**config.mk**
```make
export PLATFORM = sky130hd
export DESIGN_NAME = r5p_gpr_wbu
export DESIGN_NICKNAME = d
export VERILOG_FILES = /design/src/rtl/r5p_gpr_wbu.sv
export SDC_FILE = /design/constraint.sdc
export NUM_CORES = 1
export LEC_CHECK = 0
export BUFFER_PORTS_ARGS = -buffer_cell sky130_fd_sc_hd__buf_2
export CAP_MARGIN = 20
export CORE_AREA = 2 2 103 105
export DETAILED_ROUTE_END_ITERATION = 16
export DIE_AREA = 0 0 105 107
export GPL_TIMING_DRIVEN = 0
export PLACE_DENSITY = 0.75
export SYNTH_ARGS = -nofsm -noshare
export SYNTH_HDL_FRONTEND = slang
export SYNTH_SLANG_ARGS = --single-unit
```
**constraint.sdc**
```tcl
create_clock -name clk -period 3.86 [get_ports clk]
set_clock_uncertainty 0.1 [all_clocks]
set_input_delay 0.193 -clock clk [delete_from_list [all_inputs] [get_ports clk]]
set_output_delay 0.193 -clock clk [all_outputs]
set_load 0.005 [all_outputs]
```
**src/rtl/r5p_gpr_wbu.sv**
```systemverilog
// Write-back unit for the GPR file: merges ALU results and one outstanding load into a registered write port.
// Optional feature: define R5P_GPR_WBU_LDFWD_EN to forward load response data straight to decode.
module r5p_gpr_wbu #(
  parameter int AW   = 5,
  parameter int XLEN = 32
)(
  input  logic                      clk,
  input  logic                      rst,
  input  logic                      dec_e1,
  input  logic                      dec_e2,
  input  logic [AW-1:0]             dec_rs1,
  input  logic [AW-1:0]             dec_rs2,
  output logic                      stall,
  input  logic                      alu_vld,
  input  logic [AW-1:0]             alu_rd,
  input  logic [XLEN-1:0]           alu_dat,
  input  logic                      ldi_vld,
  input  logic [AW-1:0]             ldi_rd,
  input  logic [2:0]                ldi_f3,
  input  logic [$clog2(XLEN/8)-1:0] ldi_off,
  input  logic                      ldr_vld,
  input  logic [XLEN-1:0]           ldr_dat,
  output logic                      e_rd,
  output logic [AW-1:0]             a_rd,
  output logic [XLEN-1:0]           d_rd,
  input  logic [XLEN-1:0]           gpr_rs1,
  input  logic [XLEN-1:0]           gpr_rs2,
  output logic [XLEN-1:0]           d_rs1,
  output logic [XLEN-1:0]           d_rs2
);

  localparam int OW = $clog2(XLEN/8);

  typedef enum logic {IDLE, PEND} state_t;

  state_t          state, state_nxt;
  logic [AW-1:0]   ld_rd, ld_rd_nxt;
  logic [2:0]      ld_f3, ld_f3_nxt;
  logic [OW-1:0]   ld_off, ld_off_nxt;

  logic            pend, resp;
  logic            alu_acc, ldi_acc;
  logic            hit_rs1, hit_rs2, hazard_rs;
  logic [XLEN-1:0] ld_dat;

  // Align the addressed bytes to bit 0, then sign/zero-extend by funct3.
  function automatic logic [XLEN-1:0] ext(input logic [2:0] f3, input logic [OW-1:0] off,
                                          input logic [XLEN-1:0] dat);
    logic [XLEN-1:0] sh;
    sh = dat >> {off, 3'b000};
    case (f3)
      3'b000:  return XLEN'($signed(sh[7:0]));
      3'b001:  return XLEN'($signed(sh[15:0]));
      3'b010:  return XLEN'($signed(sh[31:0]));
      3'b100:  return XLEN'(sh[7:0]);
      3'b101:  return XLEN'(sh[15:0]);
      3'b110:  return XLEN'(sh[31:0]);
      default: return sh;
    endcase
  endfunction

  assign pend    = (state == PEND);
  assign resp    = pend & ldr_vld;
  assign ld_dat  = ext(ld_f3, ld_off, ldr_dat);

  assign hit_rs1 = dec_e1 & (dec_rs1 == ld_rd);
  assign hit_rs2 = dec_e2 & (dec_rs2 == ld_rd);

`ifdef R5P_GPR_WBU_LDFWD_EN
  assign hazard_rs = pend & ~ldr_vld & (|ld_rd) & (hit_rs1 | hit_rs2);
`else
  assign hazard_rs = pend & (|ld_rd) & (hit_rs1 | hit_rs2);
`endif

  // The load response owns the write port, so a concurrent ALU result waits a cycle.
  assign stall = (pend & ldr_vld & alu_vld)
               | (pend & ldi_vld & ~ldr_vld)
               | (pend & alu_vld & (alu_rd == ld_rd))
               | hazard_rs;

  assign alu_acc = alu_vld & ~stall;
  assign ldi_acc = ldi_vld & ~stall;

  always_comb begin
    state_nxt  = state;
    ld_rd_nxt  = ld_rd;
    ld_f3_nxt  = ld_f3;
    ld_off_nxt = ld_off;
    if (ldi_acc) begin
      state_nxt  = PEND;
      ld_rd_nxt  = ldi_rd;
      ld_f3_nxt  = ldi_f3;
      ld_off_nxt = ldi_off;
    end else if (resp) begin
      state_nxt  = IDLE;
    end
  end

  always_ff @(posedge clk) begin
    if (rst) begin
      state  <= IDLE;
      ld_rd  <= '0;
      ld_f3  <= '0;
      ld_off <= '0;
    end else begin
      state  <= state_nxt;
      ld_rd  <= ld_rd_nxt;
      ld_f3  <= ld_f3_nxt;
      ld_off <= ld_off_nxt;
    end
  end

  // x0 destinations still update a_rd/d_rd but never raise the write enable.
  always_ff @(posedge clk) begin
    if (rst) begin
      e_rd <= 1'b0;
      a_rd <= '0;
      d_rd <= '0;
    end else if (resp) begin
      e_rd <= |ld_rd;
      a_rd <= ld_rd;
      d_rd <= ld_dat;
    end else if (alu_acc) begin
      e_rd <= |alu_rd;
      a_rd <= alu_rd;
      d_rd <= alu_dat;
    end else begin
      e_rd <= 1'b0;
    end
  end

  always_comb begin
    d_rs1 = (e_rd && (a_rd == dec_rs1)) ? d_rd : gpr_rs1;
    d_rs2 = (e_rd && (a_rd == dec_rs2)) ? d_rd : gpr_rs2;
`ifdef R5P_GPR_WBU_LDFWD_EN
    if (resp && (|ld_rd) && (dec_rs1 == ld_rd)) d_rs1 = ld_dat;
    if (resp && (|ld_rd) && (dec_rs2 == ld_rd)) d_rs2 = ld_dat;
`endif
  end

endmodule

```
# After elaboration in Yosys (flattened, before gate mapping)
# Cells that the tools add are included.
[totals]
regBits = 49
ram_bits = 0
rom_bits = 0
word_cells = 52
latchBits = 0
n_memories = 0
in_bits = 160
[op_classes]
addsub = 0
n_lt_le_gt_ge = 0
n_shift = 1
n_eq_ne = 8
mux = 11
multipliers = 0
n_reduce_logical = 7
bitwise_logic = 18
div_mod_pow = 0
[ops]
columns = ["op", "n"]
rows = [
  ["two-way mux 32 bit", 4],
  ["case mux 32 bit (4 select lines)", 1],
  [">> shifter 32 x 5 -> 32 bit", 1],
  ["equality test 5 bit", 5],
  ["bitwise AND 1 bit", 12],
  ["two-way mux 5 bit", 2],
  ["OR reduction 5 bit", 2],
  ["equality test 3 bit, second input constant", 2],
  ["two-way mux 1 bit", 4],
  ["bitwise OR 1 bit", 4],
  ["nonzero test 2 bit", 2],
  ["equality test 3 x 1 -> 1 bit, second input constant", 1],
  ["logical NOT 3 bit", 1],
  ["logical AND 1 bit", 2],
  ["NOT 1 bit", 2],
]

# Depth between registers and ports, before layout
# Gate-level depths: netlist of run 1.
[logic_depth]
ltp_word = 9
mapped_depth = 9
ltp_nobuf = 6

# Least setup slack after synthesis of run 1
# OpenSTA, ideal clock, no wires.
[synth_timing]
path_type = "register to output"
start = "reg a_rd[2]"
end = "out d_rs1[10]"
slack_ps = 1928
arrival_time_ps = 1639
path_buffers = 2
path_stages_with_launch = 7
path_cell_list = "dfxtp_1 > xor2_1 > nor4_1 > and3_1 > clkbuf_1 > buf_2 > mux2_2"
[synth_via]
elab_chain_cells = 3
[synth_rtl]
columns = ["element", "line_no", "text"]
rows = [
  ["start: declaration", "24", "output logic [AW-1:0] a_rd,"],
  ["start signal: assignment", "121", "a_rd <= ld_rd;"],
  ["start signal: assignment", "125", "a_rd <= alu_rd;"],
  ["equality test 5 bit", "133", "d_rs1 = (e_rd && (a_rd == dec_rs1)) ? d_rd : gpr_rs1;"],
  ["logical AND 1 bit", "133", ""],
  ["two-way mux 32 bit", "133", ""],
  ["end: declaration", "28", "output logic [XLEN-1:0] d_rs1,"],
]
# Every way passes these cells.

# Final worst setup path of run 1
[layout_timing]
start = "reg a_rd[2]"
end = "out d_rs2[13]"
[layout_via]
elab_chain_cells = 3
[layout_rtl]
columns = ["element", "line_no", "text"]
rows = [
  ["equality test 5 bit", "134", "d_rs2 = (e_rd && (a_rd == dec_rs2)) ? d_rd : gpr_rs2;"],
  ["logical AND 1 bit", "134", ""],
  ["two-way mux 32 bit", "134", ""],
  ["end: declaration", "29", "output logic [XLEN-1:0] d_rs2"],
]
# Every way passes these cells.

==> impl_metrics.env, run 1 <==
export IMPL_clk_latency_ns=0.30
export IMPL_yosysSeqAreaShare_pct=23.6
export IMPL_setup_tns_ns=0
export IMPL_ys_types=41
export IMPL_yosysTopAreaCell="dfxtp_1"
export IMPL_max_freq_ghz=0.335
export IMPL_htreeDepth=2
export IMPL_cts_buffers_inserted=5
export IMPL_hp_class="input pin to register"
export IMPL_synth_edf_count=0
export IMPL_via_per_inst=5.30
export IMPL_die_w_microns=105
export IMPL_totalWireLength_microns=16100
export IMPL_grt_pass1_vias=4748
export IMPL_drv_slew=0
export IMPL_slowest_stage="clkbuf_1"
export IMPL_drv_cap=0
export IMPL_setup_viol=0
export IMPL_yosysMostFrequentCell="nor2_1"
export IMPL_hold_buffers=0
export IMPL_outcome="completed"
export IMPL_rows=37
export IMPL_syn_area_sq_um=4160
export IMPL_drive_gt1_share_pct=48.1
export IMPL_leakage_nw=2.70
export IMPL_grt_first_pass_wirelength_microns=24300
export IMPL_gr_total_overflow=0
export IMPL_post_route_util_pct=57.3
export IMPL_max_slew_margin_rel_pct=52.1
export IMPL_syn_to_final_growth_pct=38.8
export IMPL_crit_chain="xor2_1 -> nor4_1 -> and3_1 -> clkbuf_1 -> buf_2 -> mux2_2 -> buf_2"
export IMPL_root_buffer="clkbuf_8"
export IMPL_layout_min_cycle_time_ns=2.98
export IMPL_start_util_pct=41.3
export IMPL_die_h_microns=107
export IMPL_path_common_cell="buf_2"
export IMPL_ys_ff_latch=49
export IMPL_core_area_sq_um=10100
export IMPL_crit_type="register to output port"
export IMPL_firstDrtPassIters=4
export IMPL_vias=4823
export IMPL_cp_num_buf_inv=3
export IMPL_cts_tree="yes"
export IMPL_clock_path_buffers=2
export IMPL_crit_required_ns=3.57
export IMPL_ant_nets=0
export IMPL_grt_setup_unrepaired="false"
export IMPL_fin_nets=931
export IMPL_cts_resized=0
export IMPL_power_density_nw_per_um2=297
export IMPL_fillerInstances=956
export IMPL_ff_latch_area_sq_um=981
export IMPL_dp_hpwl_microns=13100
export IMPL_yosys_warnings=0
export IMPL_path_max_fanout=10
export IMPL_drt_first_iter_violations=328
export IMPL_portBuffers=261
export IMPL_cts_clk_slew_worst_paths_ns=0.09
export IMPL_die_area_sq_um=11200
export IMPL_async_flop_share_pct=0
export IMPL_avgRoutedWirePerCell_microns=17.7
export IMPL_worstMarginPinSlew_ns=0.719
export IMPL_synth_top_cell_area_share_pct=23.6
export IMPL_ir_worst_vdd_mv=0.166
export IMPL_grtUsageTotal_pct=27.0
export IMPL_critPathLaunchType="register"
export IMPL_clock_sinks=49
export IMPL_slowest_delay_ns=0.42
export IMPL_finalHoldViolations=0
export IMPL_syn_avg_cell_area_sq_um=8.28
export IMPL_cp_top_family="buffers and inverters"
export IMPL_fin_crit_sh_pct=77.3
export IMPL_antenna_found_initial=1
export IMPL_cp_arrival_ns=2.69
export IMPL_postSynthCellCount=503
export IMPL_ys_top_cells_by_count="nor2_1, mux2_2, nand2_1, dfxtp_1, mux2i_1"
export IMPL_synth_nets=663
export IMPL_grt_max_degree=16
export IMPL_routabilityCongestion=0.845
export IMPL_synthFlopType="dfxtp_1"
export IMPL_synth_area_leaders="dfxtp_1, mux2_2, mux2i_1"
export IMPL_drc=0
export IMPL_io_pins=263
export IMPL_setup_worst_path_end_class="output port"
export IMPL_multi_input_area_sq_um=2950
export IMPL_cts_setup_buffers=0
metrics by stage:
stage	power [mW]	instance area, sq um	setup slack (ns)	hold WS [ns]	cells
2_1_floorplan	1.00	4160	1.93	0.196	503
3_3_place_gp	1.26	5640	1.19	0.354	900
3_5_place_dp	1.28	5640	1.23	0.374	900
4_1_cts	1.72	5770	0.880	0.0492	908
5_1_grt	1.81	5780	0.729	0.0491	909
6_report	1.72	5780	0.877	0.0509	910
worst paths after layout:
path | from | endpoint | slack (ns) | cells past startpoint
min | ldr_vld | pend | 0.05 | 2
max reg2reg | ld_off[0] | d_rd[2] | 1.64 | 7
max | a_rd[2] | d_rs2[13] | 0.88 | 7
min reg2reg | d_rd[0] | d_rd[0] | 0.44 | 2
metal layers:
layer,vias to the layer above,track usage (%),share of wire (%)
met3,17,5.35,8.4
met1,2236,32.3,40
li1,2336,-,-
met5,-,0,0
met4,0,6.95,1.4
met2,234,49.4,51
cell type report:
class	count	area share, %
repair buffers	261	22.6
diodes	2	0.0866
clock inverters	3	1.13
clock buffers	5	1.19
plain buffers	49	3.94
inverters	2	0.130
well taps	136	2.94
flip-flops and latches	49	17.0
multi-input cells	403	51.0
where the power goes:
part	leakage, nW	internal (mW)	switching [mW]
Combinational	2.23	0.316	0.338
Clock	0.0681	0.258	0.187
Sequential	0.407	0.561	0.0561
Total	2.70	1.14	0.581
logic make-up after synthesis:
kind of cell | synth area share [%]
buf+inv | 5.65
simple gates | 19.8
xor+xnor | 5.26
flops | 23.6
mux | 29.6
compound gates | 16.1
state kept, by name (all words and copies together), names as in the netlist:
name / cells
ld_off: 2
d_rd: 32
e_rd: 1
ld_f3: 3
ld_rd: 5
pend: 1
a_rd: 5
layout by cell type, fill, tap and decap left out, types with 2 or more instances in the layout:
master,Yosys,routed
and3_1,2,2
dfxtp_1,49,49
nor2_1,73,73
a31oi_1,10,10
mux2_2,67,67
nand4b_1,10,10
o31ai_1,2,2
buf_4,5,5
o2bb2ai_1,7,7
a21oi_1,28,28
buf_2,14,275
clkbuf_1,29,29
nand2_1,57,57
and2_1,9,9
bufinv_16,0,2
nand3b_1,2,2
nand4_1,2,2
o21ai_0,10,10
nor3b_1,10,10
xnor2_1,17,17
mux2i_1,40,40
clkbuf_8,0,5
mux2_1,5,5
nor4_1,2,2
o311ai_0,10,10
inv_1,2,2
xor2_1,8,8
nor3_1,4,4
diode_2,0,2
a311oi_2,10,10
nor2b_1,4,4
a311oi_1,3,3
Power figures use the tool's default switching activity.
==> run 2, diff against run 1 <==
==> config.mk (replaced) <==
export PLATFORM = sky130hd
export DESIGN_NAME = r5p_gpr_wbu
export DESIGN_NICKNAME = d
export VERILOG_FILES = /design/src/rtl/r5p_gpr_wbu.sv
export SDC_FILE = /design/constraint.sdc
export NUM_CORES = 1
export LEC_CHECK = 0
export ABC_AREA = 1
export BUFFER_PORTS_ARGS = -buffer_cell sky130_fd_sc_hd__buf_2
export CAP_MARGIN = 20
export CORE_ASPECT_RATIO = 1.25
export CORE_MARGIN = 2
export CORE_UTILIZATION = 41
export DETAILED_ROUTE_END_ITERATION = 16
export GPL_TIMING_DRIVEN = 0
export PLACE_DENSITY = 0.76
export SYNTH_ARGS = -nofsm -noshare
export SYNTH_HDL_FRONTEND = slang
export SYNTH_SLANG_ARGS = --single-unit
==> constraint.sdc (replaced) <==
create_clock -name clk -period 2.4 [get_ports clk]
set_clock_uncertainty 0.1 [all_clocks]
set_input_delay 0.12 -clock clk [delete_from_list [all_inputs] [get_ports clk]]
set_output_delay 0.12 -clock clk [all_outputs]
set_load 0.005 [all_outputs]
==> run 2 against run 1 <==
Wire length rose by 11%. Worst hold slack got worse by 0.037 ns. Via count rose by 26%. Highest routed layer unchanged. Largest cell class unchanged.
==> impl_metrics.env, run 2 <==
export IMPL_outcome="completed"
export IMPL_cts_tree="yes"
export IMPL_layout_min_cycle_time_ns=2.31
export IMPL_hold_ws_ns=0.0135
export IMPL_cp_top_family="buffers and inverters"
export IMPL_dp_hpwl_microns=14600
export IMPL_drc=0
export IMPL_synth_area_leaders="dfxtp_1, nand2_1, o21ai_0"
export IMPL_rows=42
export IMPL_fin_nets=1249
export IMPL_core_area_sq_um=10600
export IMPL_totalWireLength_microns=17800
export IMPL_wirelength_met1_microns=7400
export IMPL_ant_nets=0
export IMPL_antenna_cells=0
export IMPL_die_w_microns=97.2
export IMPL_gr_total_overflow=0
export IMPL_largest_reg_flops=32
export IMPL_syn_avg_cell_area_sq_um=5.53
export IMPL_cts_clk_slew_worst_paths_ns=0.07
export IMPL_portBuffers=262
export IMPL_synthFlopType="dfxtp_1"
export IMPL_slowest_delay_ns=0.40
export IMPL_syn_to_final_growth_pct=41.5
export IMPL_synth_nets=964
export IMPL_htreeDepth=2
export IMPL_grt_setup_unrepaired="true"
export IMPL_wl_met2_microns=8800
export IMPL_final_area_sq_um=6290
export IMPL_top_layer_used="met4"
export IMPL_yosys_warnings=0
export IMPL_placed_cell_area_sq_um=5920
export IMPL_fin_crit_sh_pct=96.2
export IMPL_wl_met3_microns=1140
export IMPL_grt_pass1_vias=5572
export IMPL_grt_first_pass_wirelength_microns=27900
export IMPL_setup_worst_path_end_class="output port"
export IMPL_ff2ff_setup_slack_ns=0.41
export IMPL_critPathLaunchType="register"
export IMPL_root_buffer="clkbuf_16"
export IMPL_power_density_nw_per_um2=475
export IMPL_syn_area_sq_um=4450
export IMPL_antenna_found_initial=0
export IMPL_routabilityCongestion=0.910
export IMPL_max_freq_ghz=0.433
export IMPL_ys_types=27
export IMPL_layout_common_cells="buf_2, nand2_1, o21ai_0, inv_1, nor2_1"
export IMPL_ir_worst_vdd_mv=0.270
export IMPL_die_area_sq_um=11700
export IMPL_top_register="d_rd"
export IMPL_crit_required_ns=2.18
export IMPL_drive_gt1_share_pct=31.7
export IMPL_post_route_util_pct=59.6
export IMPL_grtUsageTotal_pct=29.3
export IMPL_ys_ff_latch=49
export IMPL_vias=6071
export IMPL_clk_latency_ns=0.30
export IMPL_drv_slew=0
export IMPL_reg_top3="d_rd (32), a_rd (5), ld_rd (5)"
export IMPL_setup_tns_ns=0
export IMPL_drt_first_iter_violations=333
export IMPL_yosysMostFrequentCell="nand2_1"
export IMPL_cp_num_buf_inv=4
export IMPL_yosysTopAreaCell="dfxtp_1"
export IMPL_crit_type="register to output port"
export IMPL_layout_cells_most_common="buf_2"
export IMPL_max_slew_margin_rel_pct=66.1
export IMPL_synth_edf_count=0
export IMPL_yosysSeqAreaShare_pct=22.1
export IMPL_firstDrtPassIters=6
export IMPL_worstMarginPinSlew_ns=0.506
export IMPL_clock_sinks=49
export IMPL_hp_class="input pin to register"
export IMPL_setup_viol=0
export IMPL_cp_arrival_ns=2.09
export IMPL_via_per_inst=4.97
export IMPL_cts_buffers_inserted=5
export IMPL_crit_chain="inv_1 -> a221oi_1 -> nand3_2 -> buf_4 -> clkbuf_1 -> o21ai_0 -> buf_2"
export IMPL_finalHoldViolations=0
export IMPL_start_util_pct=42.1
export IMPL_io_pins=263
export IMPL_path_max_fanout=10
export IMPL_synth_top_cell_area_share_pct=22.1
export IMPL_clock_path_buffers=2
export IMPL_ys_top_cells_by_count="nand2_1, o21ai_0, inv_1, nor2_1, a21oi_1"
export IMPL_avgRoutedWirePerCell_microns=14.6
export IMPL_leakage_nw=3.62
export IMPL_async_flop_share_pct=0
export IMPL_postSynthCellCount=804
export IMPL_die_h_microns=120
export IMPL_grt_max_degree=16
export IMPL_drv_cap=0
export IMPL_slowest_stage="dfxtp_1"
[run 2: cell types whose count changed after synthesis, moves of 22 or more]
cell and change:
a21oi_1 +23, inv_1 +92, mux2_2 -67, mux2i_1 -40, nand2_1 +172, nand3_1 +45
nand3_2 +22, o21ai_0 +119
[run 2: metrics by stage]
step	setup slack [ns]	instances	power [mW]
detailed placement	0.0940	1198	2.05
floorplan	0.826	804	1.60
global placement	0.0394	1198	2.05
finish	0.0907	1222	2.99
global route	-0.0305	1222	3.19
CTS	0.0245	1222	2.99
[run 2: tightest hold or removal path, stage by stage]
cell     delay, ns
buf_2         0.10
nor2_1        0.05
inv_1         0.05
a21oi_1       0.05
[run 2: final timing paths]
path	startpoint	endpoint	cells past startpoint
hold / removal	ldr_vld	pend	4
hold reg to reg	pend	pend	4
setup reg to reg	ld_off[0]	d_rd[21]	9
setup / recovery	a_rd[4]	d_rs1[8]	7
[run 2: repair_timing]
action,CTS,global route
buffers inserted,5,0
hold endpoints to repair,11,0
gates resized for setup,2,11
setup endpoints to repair,64,36
hold buffers,11,0
pin swaps,2,0
[run 2: logic make-up (layout without fill, tap and decap cells)]
family	after synthesis	after routing	synth area share, %
flip-flops	49	49	22.1
AO/OA/AOI/OAI	207	207	24.6
buffers and inverters	157	443	15.5
AND/OR/NAND/NOR	391	391	37.9
[run 2: routing by layer]
layer,global-route usage [%],vias to the layer above
li1,-,3144
met1,37.2,2666
met2,50.7,229
met3,4.05,32
met4,10.8,0
met5,0,-
[run 2: final cells by class]
type	count	area, sq um
fill	1132	4270
multi-input combinational	598	2800
timing repair buffer	278	1470
sequential	49	981
inverter	101	379
buffer	56	310
tap	132	165
clock buffer	5	125
clock inverter	3	65.1
[run 2: power by group]
group / total, mW / switching, mW / internal (mW)
combinational: 1.12 / 0.649 / 0.468
sequential: 0.952 / 0.0536 / 0.898
clock: 0.917 / 0.322 / 0.596
